**config.mk**
```make
export PLATFORM = sky130hd
export DESIGN_NAME = icache_direct
export DESIGN_NICKNAME = d
export VERILOG_FILES = /design/src/rtl/icache_pkg.sv /design/src/rtl/icache_line_store.sv /design/src/rtl/icache_direct.sv
export SDC_FILE = /design/constraint.sdc
export NUM_CORES = 1
export LEC_CHECK = 0
export BUFFER_PORTS_ARGS = -buffer_cell sky130_fd_sc_hd__buf_2
export CORE_MARGIN = 10
export CORE_UTILIZATION = 51
export CTS_CLUSTER_SIZE = 8
export DETAILED_ROUTE_END_ITERATION = 16
export PLACE_DENSITY = 0.79
export SLEW_MARGIN = 20
export SYNTH_ARGS = -nofsm -noshare
export SYNTH_HDL_FRONTEND = slang
export SYNTH_SLANG_ARGS = --single-unit
```
**constraint.sdc**
```tcl
create_clock -name clk -period 4.1 [get_ports clk]
set_input_delay 0.41 -clock clk [delete_from_list [all_inputs] [get_ports clk]]
set_output_delay 0.41 -clock clk [all_outputs]
set_load 0.05 [all_outputs]
```
**src/rtl/icache_pkg.sv**
```systemverilog
// Shared types, default geometry and address field helpers for the
// direct-mapped instruction cache.
package icache_pkg;

  typedef enum logic {S_IDLE, S_REFILL} state_t;

  localparam int DEF_INDEX_BITS  = 3;
  localparam int DEF_BLOCK_WORDS = 4;
  localparam int DEF_MEM_WAIT    = 1;
  localparam int OFF_BITS        = $clog2(DEF_BLOCK_WORDS);
  localparam int TAG_BITS        = 30 - OFF_BITS - DEF_INDEX_BITS;

  function automatic logic [31:0] addr_field(input logic [31:0] addr,
                                             input int lsb, input int width);
    return (addr >> lsb) & ((32'd1 << width) - 32'd1);
  endfunction

  function automatic logic [31:0] off_of(input logic [31:0] addr, input int off_bits);
    return addr_field(addr, 2, off_bits);
  endfunction

  function automatic logic [31:0] index_of(input logic [31:0] addr, input int off_bits,
                                           input int index_bits);
    return addr_field(addr, off_bits + 2, index_bits);
  endfunction

  function automatic logic [31:0] tag_of(input logic [31:0] addr, input int off_bits,
                                         input int index_bits);
    return addr >> (off_bits + index_bits + 2);
  endfunction

endpackage

```
**src/rtl/icache_line_store.sv**
```systemverilog
// Valid/tag/data arrays of the cache with a combinational lookup port,
// one refill word-write port and a single-cycle flush of all valid bits.
module icache_line_store #(
  parameter int INDEX_BITS  = 3,
  parameter int BLOCK_WORDS = 4,
  parameter int TAG_W       = 25
) (
  input  logic                           clk,
  input  logic                           rst_n,
  input  logic                           flush,
  input  logic [INDEX_BITS-1:0]          rd_index,
  input  logic [$clog2(BLOCK_WORDS)-1:0] rd_off,
  input  logic [TAG_W-1:0]               rd_tag,
  output logic                           rd_hit,
  output logic [31:0]                    rd_data,
  input  logic                           wr_en,
  input  logic [INDEX_BITS-1:0]          wr_index,
  input  logic [$clog2(BLOCK_WORDS)-1:0] wr_off,
  input  logic [31:0]                    wr_data,
  input  logic                           fill_done,
  input  logic [TAG_W-1:0]               fill_tag
);

  localparam int LINES = 1 << INDEX_BITS;

  logic [LINES-1:0] valid;
  logic [TAG_W-1:0] tag_mem  [LINES];
  logic [31:0]      data_mem [LINES][BLOCK_WORDS];

  always_ff @(posedge clk or negedge rst_n) begin
    if (!rst_n)         valid <= '0;
    else if (flush)     valid <= '0;
    else if (fill_done) valid[wr_index] <= 1'b1;
  end

  // NOTE: tag and data arrays carry no reset; valid alone decides whether
  // their contents are meaningful, so they stay plain RAM.
  always_ff @(posedge clk) begin
    if (wr_en)     data_mem[wr_index][wr_off] <= wr_data;
    if (fill_done) tag_mem[wr_index] <= fill_tag;
  end

  assign rd_hit  = valid[rd_index] && (tag_mem[rd_index] == rd_tag);
  assign rd_data = data_mem[rd_index][rd_off];

endmodule

```
**src/rtl/icache_direct.sv**
```systemverilog
// Direct-mapped instruction cache: zero-latency hits, stall-and-refill on
// miss one word per beat from InstructionMem, saturating miss counter.
module icache_direct
  import icache_pkg::*;
#(
  parameter int INDEX_BITS  = DEF_INDEX_BITS,
  parameter int BLOCK_WORDS = DEF_BLOCK_WORDS,
  parameter int MEM_WAIT    = DEF_MEM_WAIT
) (
  input  logic        clk,
  input  logic        rst_n,
  input  logic        cpu_req,
  input  logic [31:0] cpu_addr,
  input  logic        flush,
  output logic        cpu_ready,
  output logic [31:0] cpu_instr,
  output logic [31:0] mem_addr,
  input  logic [31:0] mem_instr,
  output logic [15:0] miss_count
);

  localparam int OFF_W = $clog2(BLOCK_WORDS);
  localparam int TAG_W = 30 - OFF_W - INDEX_BITS;

  state_t                state, state_n;
  logic [OFF_W-1:0]      beat, off;
  logic [2:0]            wait_cnt;
  logic [INDEX_BITS-1:0] index, lat_index;
  logic [TAG_W-1:0]      tag, lat_tag;
  logic                  rd_hit, wr_en, fill_done, start_miss;
  logic                  beat_end, last_beat;
  logic [31:0]           rd_data;

  assign off   = OFF_W'(off_of(cpu_addr, OFF_W));
  assign index = INDEX_BITS'(index_of(cpu_addr, OFF_W, INDEX_BITS));
  assign tag   = TAG_W'(tag_of(cpu_addr, OFF_W, INDEX_BITS));

  assign beat_end  = (wait_cnt == 3'(MEM_WAIT));
  assign last_beat = (beat == OFF_W'(BLOCK_WORDS - 1));

  icache_line_store #(
    .INDEX_BITS (INDEX_BITS),
    .BLOCK_WORDS(BLOCK_WORDS),
    .TAG_W      (TAG_W)
  ) u_store (
    .clk      (clk),
    .rst_n    (rst_n),
    .flush    (flush),
    .rd_index (index),
    .rd_off   (off),
    .rd_tag   (tag),
    .rd_hit   (rd_hit),
    .rd_data  (rd_data),
    .wr_en    (wr_en),
    .wr_index (lat_index),
    .wr_off   (beat),
    .wr_data  (mem_instr),
    .fill_done(fill_done),
    .fill_tag (lat_tag)
  );

  // NOTE: every output of this block gets a default first, so no path can
  // leave a signal unassigned and infer a latch.
  always_comb begin
    state_n    = state;
    cpu_ready  = 1'b0;
    cpu_instr  = '0;
    mem_addr   = {cpu_addr[31:2], 2'b00};
    wr_en      = 1'b0;
    fill_done  = 1'b0;
    start_miss = 1'b0;
    unique case (state)
      S_IDLE: begin
        if (cpu_req && !flush) begin
          if (rd_hit) begin
            cpu_ready = 1'b1;
            cpu_instr = rd_data;
          end else begin
            start_miss = 1'b1;
            state_n    = S_REFILL;
          end
        end
      end
      S_REFILL: begin
        mem_addr = {lat_tag, lat_index, beat, 2'b00};
        // A flush abandons the partial line; the held request re-misses.
        if (flush) begin
          state_n = S_IDLE;
        end else if (beat_end) begin
          wr_en = 1'b1;
          if (last_beat) begin
            fill_done = 1'b1;
            state_n   = S_IDLE;
          end
        end
      end
      default: state_n = S_IDLE;
    endcase
  end

  // NOTE: sequential state uses non-blocking assignments so all registers
  // sample their inputs from the same edge regardless of statement order.
  always_ff @(posedge clk or negedge rst_n) begin
    if (!rst_n) begin
      state      <= S_IDLE;
      beat       <= '0;
      wait_cnt   <= '0;
      lat_tag    <= '0;
      lat_index  <= '0;
      miss_count <= '0;
    end else begin
      state <= state_n;
      if (start_miss) begin
        lat_tag   <= tag;
        lat_index <= index;
        beat      <= '0;
        wait_cnt  <= '0;
        if (miss_count != 16'hFFFF) miss_count <= miss_count + 16'd1;
      end else if (state == S_REFILL && !flush) begin
        if (beat_end) begin
          wait_cnt <= '0;
          beat     <= beat + 1'b1;
        end else begin
          wait_cnt <= wait_cnt + 3'd1;
        end
      end
    end
  end

endmodule
```
; ---- Word-level counts from Yosys, hierarchy flattened
; Memories as Yosys holds them, arrays and structs flattened.
; Cells that the tools add are included.
[word_totals]
inputBits = 68
register_bits = 58
n_memories = 2
mem_bits_rw = 1224
[memory_table]
columns = memory, depth, width, rd, rd_ports_with_merged_regs, wr, line_no
row1 = u_store.data_mem, 8, 128, 1, 0, 1, icache_line_store.sv:28  ; logic [31:0] data_mem [LINES][BLOCK_WORDS];
row2 = u_store.tag_mem, 8, 25, 1, 0, 1, icache_line_store.sv:27  ; logic [TAG_W-1:0] tag_mem [LINES];
[classes]
magnitude_cmp = 6
mux = 42
bitwise = 4
add_sub_neg = 3
reduce_logical = 11
n_eq_ne = 4
[ops]
columns = cell, n
row1 = $mux 32, 7
row2 = $mux 128, 1
row3 = $bmux 32 s2, 1
row4 = $demux 32 s2, 1
row5 = $eq 25x25->1, 1
row6 = $mux 1, 21
row7 = $add 16x1->16 const B, 1
row8 = $mux 8, 2
row9 = $ne 16x16->1 const B, 1
row10 = $mux 3, 3
row11 = $lt 3x4->1 const B, 2
row12 = $or 8x8->8, 1
row13 = $ge 3x3->1 const B, 2
row14 = $mux 2, 3
row15 = $not 2->3, 2
row16 = $reduce_bool 2->1, 3
row17 = $logic_and 1x1->1, 5
row18 = $reduce_and 2->1, 2
row19 = $add 3x1->3 const B, 1
row20 = $bmux 1 s3, 1
row21 = $demux 1 s3, 1
row22 = $eq 3x1->1 const B, 1
row23 = $ge 3x1->1 const B, 1
row24 = $lt 3x1->1 const B, 1
row25 = other kinds (5), 5

; ---- Depth between registers and ports, before layout
; Gate-level depths: netlist (run 1).
[logic_depth]
depth_word = 8
mapped_depth = 13
depth_no_buf = 8

; ---- Cells and area by module
; From an unflattened synthesis (run 1), not the netlist that was laid out.
[hier_totals]
hier_cells = 2213
hier_area_um2 = 49912.9
[by_module_without_submodules]
columns = module, n_inst, cells_per_inst, area_each_um2
row1 = icache_line_store, 1, 1919, 47149.0
row2 = icache_direct, 1, 294, 2763.9

; ---- Worst setup path after synthesis (run 1)
; OpenSTA, ideal clock, no wires.
[synth_timing]
path_type = input-to-reg
startpoint = in flush
endpoint = mem u_store.data_mem[2][0] in the netlist's numbering, enable pin
setup_slack_ps = 376
n_path_buf = 2
path_stages = 7
setup_ps = 423
required_time_ps = 3677
t_arrival_ps = 3301
path_cell_list = clkbuf_1 nor2b_1 nand2_1 nor3_1 nand2_1 clkbuf_1 nor2_1
[synth_via]
elab_chain_len = 4
[synth_lines]
columns = element, line_no
row1 = start: declaration, icache_direct.sv:14  ; input logic flush,
row2 = $mux 1, icache_direct.sv:87  ; if (flush) begin
row3 = $mux 1, icache_direct.sv:72  ; unique case (state)
row4 = $mux 1, icache_line_store.sv:39  ; if (wr_en) data_mem[wr_index][wr_off] <= wr_data;
row5 = $mux 128 (implied by the code), icache_line_store.sv:39
row6 = end: declaration, icache_line_store.sv:28
; No other way between the ends.

; ---- Worst setup path in the final report (run 1)
[layout_timing]
startpoint = mem u_store.tag_mem[3][12]
endpoint = out cpu_instr[6]
[layout_via]
elab_chain_len = 6
[layout_lines]
columns = element, line_no
row1 = start: declaration, icache_line_store.sv:27
row2 = $mem_v2 8x25, -
row3 = $eq 25x25->1, icache_line_store.sv:43  ; assign rd_hit = valid[rd_index] && (tag_mem[rd_index] == rd_tag);
row4 = $logic_and 1x1->1, icache_line_store.sv:43
row5 = $mux 32, icache_direct.sv:75  ; if (rd_hit) begin
row6 = $mux 32, icache_direct.sv:74  ; if (cpu_req && !flush) begin
row7 = $mux 32, icache_direct.sv:72
row8 = end: declaration, icache_direct.sv:16  ; output logic [31:0] cpu_instr,
; No other way between the ends.

==> summary.md, run 1 <==
| Metric | Value |
|---|---|
| Status | `completed` |
| Synth Flop Type | `edfxtp_1` |
| Worst EP arrival | `~3600 ps` |
| Slew Limit Fails | `0` |
| Tot Pwr | `29.8 mW` |
| CP endpoint kind | `output pin` |
| First-pass GRT wire length | `184 mm` |
| Starting Density | `51.4%` |
| GRT Resource Usage Total | `22.8%` |
| CTS tree | `yes` |
| Final HPWL DP | `between 60 and 70 mm` |
| Synth Warn # | `0` |
| Synth area leaders | `edfxtp_1 74%, mux4_2 17%, dfrtp_1 2.9%, mux2_2 1.4%, mux2i_1 1.4%` |
| Initial antenna violation count | `7` |
| FF+latch count, synth | `1282` |
| Most frequent cells in the layout | `1224 x edfxtp_1, 365 x mux4_2, 182 x clkbuf_16, 108 x buf_2, 66 x mux2i_1` |
| Clock Tree Root | `clkbuf_16` |
| Clk Latency, worst-skew pair | `780 ps` |
| FFs w/ async S/R, synth | `4.52%` |
| Final Skew | `23.8 ps` |
| Slowest stage delay, CP | `560 ps` |
| Crit path buf inv count | `3` |
| Placement Rows | `114` |
| Largest net degree at the start of global routing | `~110` |
| Final hold vios | `0` |
| Synthesis-to-layout area growth | `17.8%` |
| Die H | `332 um` |
| Unique cell type count in the Yosys netlist | `44` |
| Slowest-stage cell, CP | `or4_4` |
| Longest Clk Path Bufs | `3` |
| Place WS | `~310 ps` |
| Gr ovfl total | `0` |
| Pleak | `18.9 nW` |
| EDFF count, synth | `1224` |
| Post-Syn Area | `49700 um^2` |
| PD cells | `approximately 510 nW/um^2` |
| Num CTS Buffers | `178` |
| Reg clk slew, reported paths | `approximately 50 ps` |
| CTS sink cnt | `1282` |
| Worst VDD drop | `0.495 mV` |
| DR pass1 iterations | `6` |
| Die area | `110000 um^2` |
| Most common cell on crit path | `buf_6` |
| Post-Synthesis Cells | `2119` |
| Number of H-tree levels | `4` |
| Post-layout min period | `4040 ps` |
| Vias in the first global route | `~26000` |
| Crit path kind | `flop to output pin` |
| Peak Freq | `~250 MHz` |
| Final Worst Setup Slack | `a little over 60 ps` |
| Drt drc | `0` |
| Fin nets | `2518` |
| Crit-path max FO | `5` |
| Routed Antenna Nets | `0` |
| Port buffer count | `144` |
| Total Wirelength | `129 mm` |
| RD Place Congestion | `0.769` |
| CP startpoint kind | `flop` |
| Core Area | `around 97000 um^2` |
| Worst slew margin | `32.1%` |
| Max-cap viol count | `0` |
| Initial DRC Count | `3524` |
| Critical path required time | `3690 ps` |
| Hold/Removal Path Class | `primary input to flop` |
| Share of cells above drive strength 1 | `between 30 and 40%` |
| Sequential fraction of the synthesis area | `about 77%` |
| Vias | `around 25000` |
| Cell taking the most area after synthesis | `edfxtp_1` |
| Worst-margin pin slew | `1020 ps` |
| Kind of cell adding the most delay to the critical path | `simple AND/OR/NAND/NOR gates` |
| Io pins | `149` |
| CP cell instances | `mux4_2 -> mux2i_4 -> o21ai_2 -> or4_4 -> nor3_2 -> nand4b_1 -> buf_6 -> clkbuf_16 -> nor2_1 -> buf_6` |
| Top cell type's share of synthesized area | `74.0%` |
| Fin crit share | `between 90% and 100%` |
| WL per Instance | `34.2 um` |
| Die W | `332 um` |
| Mapped Avg Cell Area | `23.4 um^2` |
| Commonest non-fill, non-tap cell in the layout | `edfxtp_1` |
| Vias/cell | `roughly 6.6` |
| Endpoints failing setup | `0` |
[Yosys cell counts (2+ instances only)]
cell type	instances
mux2i_1	67
nand4b_1	2
nor3_1	3
xnor2_1	17
or3_1	2
nand2_1	15
nor2_1	99
mux4_1	2
xor2_1	19
clkbuf_1	53
dfrtp_1	58
nand4_1	13
buf_2	37
and2_1	3
nand3_1	10
buf_1	9
buf_6	4
nand3b_1	3
a21oi_1	2
ha_1	5
mux4_2	364
and4_1	3
o21ai_0	3
edfxtp_1	1224
a22oi_1	3
mux2_2	62
a22o_1	2
buf_4	7
nor2b_1	3
and3_1	8
inv_1	4
[cell families after synthesis]
logic type	count (synthesis)	synth area share (%)
DFF	1282	76.9
AOI/OAI and AO/OA	14	0.192
other	1	0.00755
and+or+nand+nor	170	1.62
adders and majority gates	5	0.126
buffers and inverters	115	1.10
muxes	496	19.4
xor gates and xnor gates	36	0.635
[area by class of cell]
type                            count  area, um^2
Sequential cell                  1282       38200
Fill cell                        6198       38200
Multi-Input combinational cell    723       11300
Clock buffer                      218        4650
Timing Repair Buffer              256        2510
Tap cell                         1276        1600
Clock inverter                     15         254
Inverter                            4        15.0
Antenna cell                        1        2.50
[power breakdown]
part	switching [mW]	total, mW	internal [mW]
Clock	5.38	13.3	7.87
Sequential	0.213	14.8	14.6
Combinational	1.09	1.77	0.680
[sequential cells by signal, indices dropped and copies added, names as in the netlist]
| name | cells |
|---|---|
| u_store.data_mem | 1024 |
| u_store.valid | 8 |
| lat_index | 3 |
| state | 1 |
| miss_count | 16 |
| beat | 2 |
| u_store.tag_mem | 200 |
| lat_tag | 25 |
| wait_cnt | 3 |
[worst paths after layout]
kind	from	to	slack, ps	depth (start not counted)
max	u_store.tag_mem[3][12]	cpu_instr[6]	60	10
min	mem_instr[4]	u_store.data_mem[5][100]	140	1
max reg2reg	state	u_store.data_mem[1][80]	880	7
min reg2reg	miss_count[6]	miss_count[6]	500	1
max in group asynchronous	rst_n	miss_count[10]	2850	3
min in group asynchronous	rst_n	lat_tag[0]	350	2
[routing by layer]
layer  global-route usage, %  up-vias  share of wire (%)
li1                        -     9584                  -
met1                    29.1    13100                 36
met2                    37.8     1743                 50
met3                    5.63      322                9.9
met4                    8.27        8                3.9
met5                       0        -              0.044
[repair_timing]
action | in CTS | in global routing
gates resized for setup | 27 | 53
pin swaps | 0 | 3
gates cloned | 0 | 4
setup buffers | 0 | 2
hold buffers | 27 | 0
setup endpoints to repair | 24 | 33
endpoints found under the hold margin | 71 | 0
[through the flow]
stage               utilization [%]  setup TNS (ps)  hold slack [ps]  std cells  cell area, um^2
floorplan                         -               0              114       2120            49700
global placement               54.8               0              474       3508            53000
detailed placement             54.8               0              481       3508            53000
CTS                            60.2               0             95.1       3768            58300
global route                   60.5            -576              141       3774            58500
finish                         60.5               0              136       3775            58500
(Power assumes the default switching activity.)
==> run 2: changes to the inputs <==
==> constraint.sdc (replaced) <==
create_clock -name clk -period 4.1 [get_ports clk]
set_input_delay 0.82 -clock clk [delete_from_list [all_inputs] [get_ports clk]]
set_output_delay 0.82 -clock clk [all_outputs]
set_load 0.05 [all_outputs]
==> run 2 against run 1 <==
Against the previous run: the run now ends with setup timing left; combinational power increased by 6%; fmax decreased by 10%; cell area increased by 1.0%; critical path depth increased by 1; clock-buffer cell count increased by 5.
==> summary.md, run 2 (synthesis results as in run 1) <==
| Metric | Value |
|---|---|
| Largest net degree at the start of global routing | `67 (-40%)` |
| Final HPWL DP | `63.4 mm (+1.1%)` |
| DR pass1 iterations | `6 (unchanged)` |
| Most common cell on crit path | `buf_12` |
| Die area | `110000 um^2 (unchanged)` |
| Synthesis-to-layout area growth | `19.1%` |
| PD cells | `509 nW/um^2 (-0.24%)` |
| Num CTS Buffers | `178 (unchanged)` |
| Endpoints failing setup | `33 (+33)` |
| GRT Resource Usage Total | `24.0% (+1.3 points)` |
| Hold/Removal Path Class | `primary input to async pin` |
| Final Worst Setup Slack | `-396 ps (-458 ps)` |
| Crit-path max FO | `7 (+2)` |
| Die W | `332 um (unchanged)` |
| Port buffer count | `144 (unchanged)` |
| Placement Rows | `114 (unchanged)` |
| Io pins | `149 (unchanged)` |
| Slowest stage delay, CP | `570 ps (about the same)` |
| CTS tree | `yes` |
| Final hold vios | `0 (unchanged)` |
| Most flop-heavy register | `u_store.data_mem` |
| Gr ovfl total | `0 (unchanged)` |
| Clk Latency, worst-skew pair | `770 ps (about the same)` |
| Met2 Wirelength | `68.0 mm (+4.9%)` |
| Unrepaired setup endpoints after global routing | `true` |
| Top flop regs | `u_store.data_mem: 1024 flops, u_store.tag_mem: 200 flops, lat_tag: 25 flops` |
| Starting Density | `51.4% (unchanged)` |
| CP endpoint kind | `output pin` |
| Max-cap viol count | `0 (unchanged)` |
| CP startpoint kind | `flop` |
| Peak Freq | `222 MHz (-10%)` |
| Die H | `332 um (unchanged)` |
| Worst VDD drop | `0.417 mV (-16%)` |
| Setup TNS | `-10420 ps (-10420 ps)` |
| Initial antenna violation count | `8 (+1)` |
| Slowest-stage cell, CP | `or4_4` |
| Fin nets | `2542 (+0.95%)` |
| Total Wirelength | `133 mm (+3.4%)` |
| Routed Antenna Nets | `0 (unchanged)` |
| First-pass GRT wire length | `192 mm (+4.3%)` |
| Status | `finished with violations` |
| Reg clk slew, reported paths | `50 ps (about the same)` |
| FILL cells | `6147 (-0.82%)` |
| Critical path required time | `3280 ps (-410 ps)` |
| Core Area | `96700 um^2 (unchanged)` |
| Most frequent cells in the layout | `1224 x edfxtp_1, 366 x mux4_2, 179 x clkbuf_16, 106 x buf_2, 89 x buf_4` |
| Pleak | `19.1 nW (+0.95%)` |
| Vias in the first global route | `26700 (+2.5%)` |
| Commonest non-fill, non-tap cell in the layout | `edfxtp_1` |
| Slew Limit Fails | `0 (unchanged)` |
| CTS sink cnt | `1282 (unchanged)` |
| Vias/cell | `6.67 (+1.6%)` |
| Drt drc | `0 (unchanged)` |
| Met1 Wirelength | `46.1 mm (-0.43%)` |
| Max reg flops | `1024 (unchanged)` |
| Uppermost layer routed | `met5` |
| Longest Clk Path Bufs | `3 (unchanged)` |
| RD Place Congestion | `0.775 (+0.77%)` |
| Worst slew margin | `44.3% (+12 points)` |
| Share of cells above drive strength 1 | `40.1% (+3.2 points)` |
| Vias | `25400 (+2.5%)` |
| Initial DRC Count | `3587 (+1.8%)` |
| Hold WS | `52.4 ps (-83.3 ps)` |
| WL per Instance | `35.1 um (+2.6%)` |
| Failing checks | `setup timing` |
| Worst EP arrival | `3680 ps (+50 ps)` |
| CP cell instances | `mux4_2 -> mux2i_4 -> o21ai_1 -> or4_4 -> nor3_4 -> nand4b_1 -> buf_6 -> buf_16 -> buf_12 -> nor2_4 -> buf_12` |
| Wire length on met3 | `13.7 mm (+7.2%)` |
| Crit path kind | `flop to output pin` |
| Worst-margin pin slew | `835 ps (-183 ps)` |
| Fin crit share | `110% (+11 points)` |
| Clock Tree Root | `clkbuf_16` |
| Post-layout min period | `4500 ps (+458 ps)` |
| Final Skew | `45.4 ps (+21.6 ps)` |
| Number of H-tree levels | `4 (unchanged)` |
run 2: what timing repair did:
action                     in CTS  in global routing
pin swaps                       6                  7
buffers inserted                2                  4
hold buffers                    0                  0
setup endpoints to repair      33                 33
resized for setup              48                 16
cloned                          2                  0
run 2: worst max-delay path: cells and delay by family (launching register included):
kind / cells / cell delay [ps]
simple gates: 4 / 990
buf+inv: 4 / 700
mux: 2 / 690
flops: 1 / 370
compound gates: 1 / 100
run 2: final timing paths:
kind / start / to / slack (ps) / depth (start not counted)
hold / removal: rst_n / lat_tag[5] / 50 / 1
hold reg to reg: miss_count[8] / miss_count[8] / 490 / 1
min in group clk: cpu_addr[22] / lat_tag[15] / 320 / 2
max in group asynchronous: rst_n / u_store.valid[6] / 3310 / 2
setup / recovery: u_store.tag_mem[3][12] / cpu_instr[8] / -400 / 11
setup reg to reg: u_store.tag_mem[3][12] / lat_index[2] / 980 / 12
run 2: area by class of cell:
class / instances / area (um^2) / area share, %
Sequential cell: 1282 / 38200 / 64.6
Multi-Input combinational cell: 723 / 11500 / 19.5
Clock buffer: 223 / 4650 / 7.87
Timing Repair Buffer: 280 / 2780 / 4.71
Tap cell: 1276 / 1600 / 2.70
Clock inverter: 15 / 308 / 0.521
Inverter: 4 / 18.8 / 0.0317
Antenna cell: 3 / 7.51 / 0.0127
run 2: through the flow:
| step | instance area, um^2 | total power, mW | setup WS, ps | instances | utilization (%) |
|---|---|---|---|---|---|
| 2_1_floorplan | 50200 | 16.2 | -27.8 | 2120 | - |
| 3_3_place_gp | 53800 | 16.8 | -245 | 3556 | 55.6 |
| 3_5_place_dp | 53800 | 16.9 | -272 | 3556 | 55.6 |
| 4_1_cts | 59000 | 30.1 | -350 | 3798 | 61.0 |
| 5_1_grt | 59100 | 30.8 | -455 | 3806 | 61.1 |
| 6_report | 59100 | 30.1 | -396 | 3806 | 61.1 |
run 2: per-layer routing:
layer,vias up,GRT usage (%)
li1,9637,-
met1,13400,30.2
met2,1939,39.6
met3,381,5.86
met4,4,10.6
met5,-,0
run 2: power by group:
part           internal [mW]  switching [mW]  total, mW
clock network           7.89            5.51       13.4
logic                  0.730            1.14       1.87
registers               14.6           0.200       14.8
total                   23.2            6.85       30.1
